[config.mk]
export PLATFORM = sky130hd
export DESIGN_NAME = midi_uart_rx
export DESIGN_NICKNAME = d
export VERILOG_FILES = /design/src/rtl/midi_uart_rx.sv
export SDC_FILE = /design/constraint.sdc
export NUM_CORES = 1
export LEC_CHECK = 0
export BUFFER_PORTS_ARGS = -buffer_cell sky130_fd_sc_hd__buf_2
export CORE_MARGIN = 2
export CORE_UTILIZATION = 55
export CTS_BUF_LIST = sky130_fd_sc_hd__clkbuf_16
export DETAILED_ROUTE_END_ITERATION = 6
export PLACE_DENSITY = 0.8
export SETUP_SLACK_MARGIN = 0.05
export SYNTH_ARGS = -nofsm -noshare
export SYNTH_HDL_FRONTEND = slang
export SYNTH_SLANG_ARGS = --single-unit
[constraint.sdc]
create_clock -name clk -period 4.51 [get_ports clk]
set_clock_uncertainty 0.1 [all_clocks]
set_input_delay 0.451 -clock clk [delete_from_list [all_inputs] [get_ports clk]]
set_output_delay 0.451 -clock clk [all_outputs]
set_load 0.05 [all_outputs]
[src/rtl/midi_uart_rx.sv]
// midi_uart_rx: oversampling 8N1 receiver for the MIDI IN line (LSB first, idle high).
// Define MIDI_RX_GLITCH_FILTER_EN for a 2-of-3 majority vote around every sample point.
module midi_uart_rx #(
  parameter int CLK_FREQ    = 50000000,
  parameter int BAUD        = 31250,
  parameter int SYNC_STAGES = 2
) (
  input  logic       clk,
  input  logic       reset,
  input  logic       rx,
  output logic [7:0] d_out,
  output logic       d_valid,
  output logic       f_error
);

  localparam int CLKS_PER_BIT = CLK_FREQ / BAUD;
  localparam int HALF         = CLKS_PER_BIT / 2;
`ifdef MIDI_RX_GLITCH_FILTER_EN
  localparam int FILT = 1;
`else
  localparam int FILT = 0;
`endif
  localparam int CNT_W = $clog2(CLKS_PER_BIT + 1);
  // With the filter the decision lands one count past the nominal point; reloading
  // with FILT keeps the sample grid anchored to the start bit.
  localparam logic [CNT_W-1:0] START_END  = CNT_W'(HALF - 1 + FILT);
  localparam logic [CNT_W-1:0] BIT_END    = CNT_W'(CLKS_PER_BIT - 1 + FILT);
  localparam logic [CNT_W-1:0] CNT_RELOAD = CNT_W'(FILT);

  if (CLKS_PER_BIT < 8) begin : g_cpb_check
    $error("midi_uart_rx: CLK_FREQ/BAUD must be at least 8");
  end
  if (SYNC_STAGES < 2) begin : g_sync_check
    $error("midi_uart_rx: SYNC_STAGES must be at least 2");
  end

  typedef enum logic [2:0] {IDLE, START, DATA, STOP, BREAK} state_t;

  state_t             state;
  state_t             state_nxt;
  logic [SYNC_STAGES-1:0] sync_q;
  logic               rx_s;
  logic               smp;
  logic [CNT_W-1:0]   cnt;
  logic [2:0]         bit_cnt;
  logic [7:0]         shreg;
  logic               at_start_pt;
  logic               at_bit_pt;
  logic               shift_en;
  logic               load;
  logic               valid_set;
  logic               err_set;

  always_ff @(posedge clk) begin
    if (reset) sync_q <= '1;
    else       sync_q <= {sync_q[SYNC_STAGES-2:0], rx};
  end
  assign rx_s = sync_q[SYNC_STAGES-1];

`ifdef MIDI_RX_GLITCH_FILTER_EN
  function automatic logic maj3(input logic a, input logic b, input logic c);
    return (a & b) | (a & c) | (b & c);
  endfunction

  // hist[1]/hist[0] hold rx_s from the counts S-1 and S when the vote is taken at S+1.
  logic [1:0] hist;
  always_ff @(posedge clk) hist <= {hist[0], rx_s};
  assign smp = maj3(hist[1], hist[0], rx_s);
`else
  assign smp = rx_s;
`endif

  assign at_start_pt = (cnt == START_END);
  assign at_bit_pt   = (cnt == BIT_END);

  always_ff @(posedge clk) begin
    if (reset) state <= IDLE;
    else       state <= state_nxt;
  end

  always_comb begin
    state_nxt = state;
    unique case (state)
      IDLE:    if (!rx_s) state_nxt = START;
      START:   if (at_start_pt) state_nxt = smp ? IDLE : DATA;
      DATA:    if (at_bit_pt && bit_cnt == 3'd7) state_nxt = STOP;
      STOP:    if (at_bit_pt) state_nxt = smp ? IDLE : BREAK;
      BREAK:   if (rx_s) state_nxt = IDLE;
      default: state_nxt = IDLE;
    endcase
  end

  always_comb begin
    shift_en  = 1'b0;
    load      = 1'b0;
    valid_set = 1'b0;
    err_set   = 1'b0;
    case (state)
      DATA: shift_en = at_bit_pt;
      STOP: begin
        load      = at_bit_pt;
        valid_set = at_bit_pt & smp;
        err_set   = at_bit_pt & ~smp;
      end
      default: ;
    endcase
  end

  always_ff @(posedge clk) begin
    if (reset) begin
      cnt     <= '0;
      bit_cnt <= '0;
    end else begin
      case (state)
        START:      cnt <= at_start_pt ? CNT_RELOAD : cnt + CNT_W'(1);
        DATA, STOP: cnt <= at_bit_pt ? CNT_RELOAD : cnt + CNT_W'(1);
        default:    cnt <= '0;
      endcase
      if (state == START)  bit_cnt <= '0;
      else if (shift_en)   bit_cnt <= bit_cnt + 3'd1;
    end
  end

  always_ff @(posedge clk) begin
    if (shift_en) shreg <= {smp, shreg[7:1]};
  end

  always_ff @(posedge clk) begin
    if (reset) begin
      d_out   <= 8'h00;
      d_valid <= 1'b0;
      f_error <= 1'b0;
    end else begin
      d_valid <= valid_set;
      f_error <= err_set;
      if (load) d_out <= shreg;
    end
  end

endmodule

Word-level counts from Yosys, hierarchy flattened
Index checks and enable logic that the tools add are counted.
{"block": "op_classes", "add_sub_neg": 2, "eq_ne": 12, "n_mux": 13, "bitwise": 4, "n_reduce_logical": 6}
{"op": "2-to-1 mux 11 bit", "n": 2}
{"op": "one-hot mux 11 bit (2 select lines)", "n": 1}
{"op": "2-to-1 mux 3 bit", "n": 6}
{"op": "one-hot mux 3 bit (5 select lines)", "n": 1}
{"op": "adder 11 x 1 -> 11 bit, second input constant", "n": 1}
{"op": "== test 11 x 10 -> 1 bit, second input constant", "n": 1}
{"op": "== test 11 bit, second input constant", "n": 1}
{"op": "!= test 2 bit, second input constant", "n": 5}
{"op": "== test 3 x 2 -> 1 bit, second input constant", "n": 2}
{"op": "== test 3 bit, second input constant", "n": 2}
{"op": "OR reduction 2 bit", "n": 3}
{"op": "AND reduction 5 bit", "n": 1}
{"op": "adder 3 x 1 -> 3 bit, second input constant", "n": 1}
{"op": "== test 3 x 1 -> 1 bit, second input constant", "n": 1}
{"op": "zero test 3 bit", "n": 1}
{"op": "bitwise AND 1 bit", "n": 2}
{"op": "2-to-1 mux 1 bit", "n": 2}
{"op": "2-to-1 mux 2 bit", "n": 1}
{"op": "NOT 1 bit", "n": 2}
{"op": "logical AND 1 bit", "n": 1}
{"block": "totals", "regBits": 37, "inputBits": 3, "out_inout_bits": 10, "elab_cells": 45}

Longest topological paths before layout
{"block": "depth", "ltp_word": 4, "mapped_depth": 6, "ltp_nobuf": 5}

Least setup slack after synthesis
OpenSTA, ideal clock, no wires.
{"block": "synth_timing", "path_type": "register to register", "from": "register cnt[0]", "to": "register shreg[0], enable pin", "setup_ns": 0.379, "t_arrival_ns": 1.569, "t_required_ns": 4.031, "slack_ns": 2.462, "path_stages_with_launch": 6, "n_path_buf": 1, "synth_period_minus_slack_ns": 2.048, "path_cell_list": "dfxtp_1 ha_1 and4_1 buf_4 nand4_1 nor2_1"}
{"block": "synth_between", "elab_chain_cells": 2}
{"element": "start, declared", "line_no": "44", "source": "logic [CNT_W-1:0] cnt;"}
{"element": "start signal, assigned", "line_no": "115", "source": "START: cnt <= at_start_pt ? CNT_RELOAD : cnt + CNT_W'(1);"}
{"element": "start signal, assigned", "line_no": "116", "source": "DATA, STOP: cnt <= at_bit_pt ? CNT_RELOAD : cnt + CNT_W'(1);"}
{"element": "== test 11 bit", "line_no": "74", "source": "assign at_bit_pt = (cnt == BIT_END);"}
{"element": "2-to-1 mux 1 bit", "line_no": "98", "source": "case (state)"}
{"element": "via shift_en", "line_no": "49", "source": "logic shift_en;"}
{"element": "end signal, assigned", "line_no": "125", "source": "if (shift_en) shreg <= {smp, shreg[7:1]};"}
{"element": "end, declared", "line_no": "46", "source": "logic [7:0] shreg;"}
The timed path passes the listed nets, and every way through them passes these cells.
A chain may end at the register's enable or synchronous reset.

Worst setup path in the final report
{"block": "layout_timing", "from": "register cnt[0]", "to": "register shreg[5], enable pin"}
Same word-level chain as after synthesis.

==> run_results.csv <==
group,metric,value,unit
clocking,cts_buffers,5,
power_and_ir_drop,p_total,666,uW
drt,routedWlPerCell,13.4,um
setup_path,cp_data_arrival_time,2230,ps
clocking,clk_latency,280,ps
global_route,grt_pass1_vias,983,
timing,setup_tns,0,ps
power_and_ir_drop,swShare,19.1,%
setup_path,cpPeakStageDelay,740,ps
yosys,yosysUniqueCellTypes,44,
floorplan,floorplan.rows,19,
power_and_ir_drop,seq_power_share,51.0,%
setup_path,cp_slowest_cell,"nor2_1",
timing,setup_viol_count_final,0,
yosys,synth_area,1530,um2
global_route,track_usage,18.5,%
placed_design,place_inst,183,
drt,drtIter0Drc,33,
timing,rsz0062_at_grt,"no",
drt,drc,0,
timing,max_freq,413,MHz
floorplan,die_height,56.7,um
layout,layout.nets,165,
clocking,clockBufferDepth,2,
yosys,ys_async_sr_fraction,0,%
placed_design,routabilityCongestion,0.726,
floorplan,die-area,3220,um2
setup_path,cp_cell_sequence,"ha_1 -> and4_1 -> nand4_1 -> nor2_1",
layout,post-route-util,64.6,%
job,max-cap-violations,0,
layout,area_growth_syn_to_layout,13.5,%
clocking,ctsRootBufferMaster,"clkbuf_16",
clocking,post_cts_buffers,0,
timing,worstMarginPinSlew,891,ps
power_and_ir_drop,power.switching,127,uW
timing,hold_ws,263,ps
floorplan,pin_count,13,
clocking,ctsResizeCount,0,
yosys,synth-main-ff-cell,"dfxtp_1",
yosys,syn-num-nets,151,
timing,slew_violations,0,
yosys,synthCells,145,
global_route,antenna_found_initial,0,
clocking,clkSinkCount,37,
drt,detail_route.vias_per_cell,5.32,
clocking,cts_hold_buf,0,
placed_design,post-dp-hpwl,1760,um
timing,hold_violations,0,
outcome,status,"finished clean",
power_and_ir_drop,power.leakage,0.648,nW
yosys,synth.avg_cell_area,10.5,um2
global_route,grt_start_max_net_pins,21,
yosys,synth_area_leaders,"dfxtp_1 (38%), edfxtp_1 (16%), mux2i_1 (6.6%)",
yosys,yosysSeqAreaShare,53.7,%
power_and_ir_drop,power_frac_clock,47.4,%
timing,worst_slack,2090,ps
timing,relSlewSlack,40.4,%
placed_design,place_area,1600,um2
timing,finalCritPeriodShare,53.7,%
layout,drive_above_1_share,17.6,%
layout,antenna_cells,0,
yosys,synth_seq_cells,37,
clocking,tritoncts,"yes",
setup_path,criticalPathCategory,"reg -> reg",
power_and_ir_drop,power.internal,539,uW
yosys,yosys.area.top_type,"dfxtp_1",
setup_path,critPathTopFamily,"simple AND/OR/NAND/NOR gates",
layout,final_area,1730,um2
setup_path,start_kind,"flop",
placed_design,io_buffers,12,
drt,ant_nets,0,
drt,dr.pass1.iters,4,
floorplan,core,2690,um2
yosys,synth_edf_count,8,
drt,drt_wl_total,2550,um
yosys,yosysTopAreaCellShare,38.0,%
setup_path,endpoint_kind,"flop",
floorplan,start_util,56.9,%
setup_path,cp.required,4310,ps
global_route,overflow,0,
timing,finalWorstPathRequiredPeriod,2420,ps
yosys,yosysWarnings,0,
clocking,path_clk_slew,50,ps
power_and_ir_drop,powerDensity,384,nW/um2
clocking,htreeDepth,2,
setup_path,cp_num_buf_inv,0,
global_route,grt_pass1_wl,4350,um
floorplan,die-width,56.7,um
min_path,hp-class,"in -> reg",
power_and_ir_drop,combPwrFrac,1.6,%
setup_path,r2r_slack,2090,ps
drt,vias,1011,
layout,final_cells,190,
placed_design,place_ws,2050,ps
setup_path,worst-path-max-fanout,11,
power_and_ir_drop,ir_worst_vdd,0.357,mV
[power by group through the flow]
stage | clock (mW) | sequential (mW) | combinational, mW
detailed placement | 0 | 0.347 | 0.0110
finish | 0.316 | 0.340 | 0.0110
global route | 0.334 | 0.340 | 0.0125
floorplan | 0 | 0.346 | 0.00889
CTS | 0.322 | 0.340 | 0.0111
global placement | 0 | 0.346 | 0.0106
[metal layers]
layer	GRT usage, %	share of wire, %	vias up
li1	-	-	529
met1	23.3	47	457
met2	26.7	46	20
met3	5.53	4.2	5
met4	13.3	2.2	0
met5	0	0	-
[placed cells by master, fill, tap and decap left out, drive strengths merged, types with 4 or more instances in the layout]
cell | Yosys | final
dfxtp | 29 | 29
nand2 | 26 | 26
nor2 | 15 | 15
buf | 3 | 12
mux2i | 10 | 10
edfxtp | 8 | 8
clkbuf | 2 | 5
xor2 | 4 | 4
xnor2 | 4 | 4
[cell families (layout without fill, tap and decap cells)]
family | after synthesis | after routing | synth area share [%]
buf+inv | 7 | 21 | 2.13
compound gates | 14 | 14 | 8.03
simple gates | 66 | 66 | 22.5
mux | 10 | 10 | 6.55
xor+xnor | 8 | 8 | 4.59
flops | 37 | 37 | 53.7
fa+ha+maj | 3 | 3 | 2.46
[synthesized netlist by cell type, types with 2 or more instances]
library cell / count
nor3_1: 3
nand4_1: 3
xor2_1: 4
or2_2: 2
and3_1: 2
inv_1: 2
nor3b_1: 2
ha_1: 3
a21oi_1: 2
nor2_1: 14
dfxtp_1: 29
mux2i_1: 10
nand2_1: 26
or4_1: 2
edfxtp_1: 8
xnor2_1: 4
o21ai_0: 2
[final cells by class]
cell class / count / area, um2
flip-flops and latches: 37 / 821
repair buffers: 12 / 60.1
clock buffers: 5 / 125
inverters: 2 / 7.51
well taps: 31 / 38.8
fillers: 209 / 952
clock inverters: 2 / 7.51
multi-input cells: 101 / 674
[registers in the layout, indices dropped and copies added (netlist names)]
signal and count:
f_error 1, d_out 8, state 3, sync_q 2, bit_cnt 3, d_valid 1
cnt 11, shreg 8
[path summary, 6_finish.rpt]
| kind | to | cells past startpoint | from |
|---|---|---|---|
| min | sync_q[0] | 2 | rx |
| max | shreg[5] | 4 | cnt[0] |
| min reg2reg | sync_q[1] | 1 | sync_q[0] |
| max reg2reg | shreg[5] | 4 | cnt[0] |
Power figures use the tool's default switching activity.
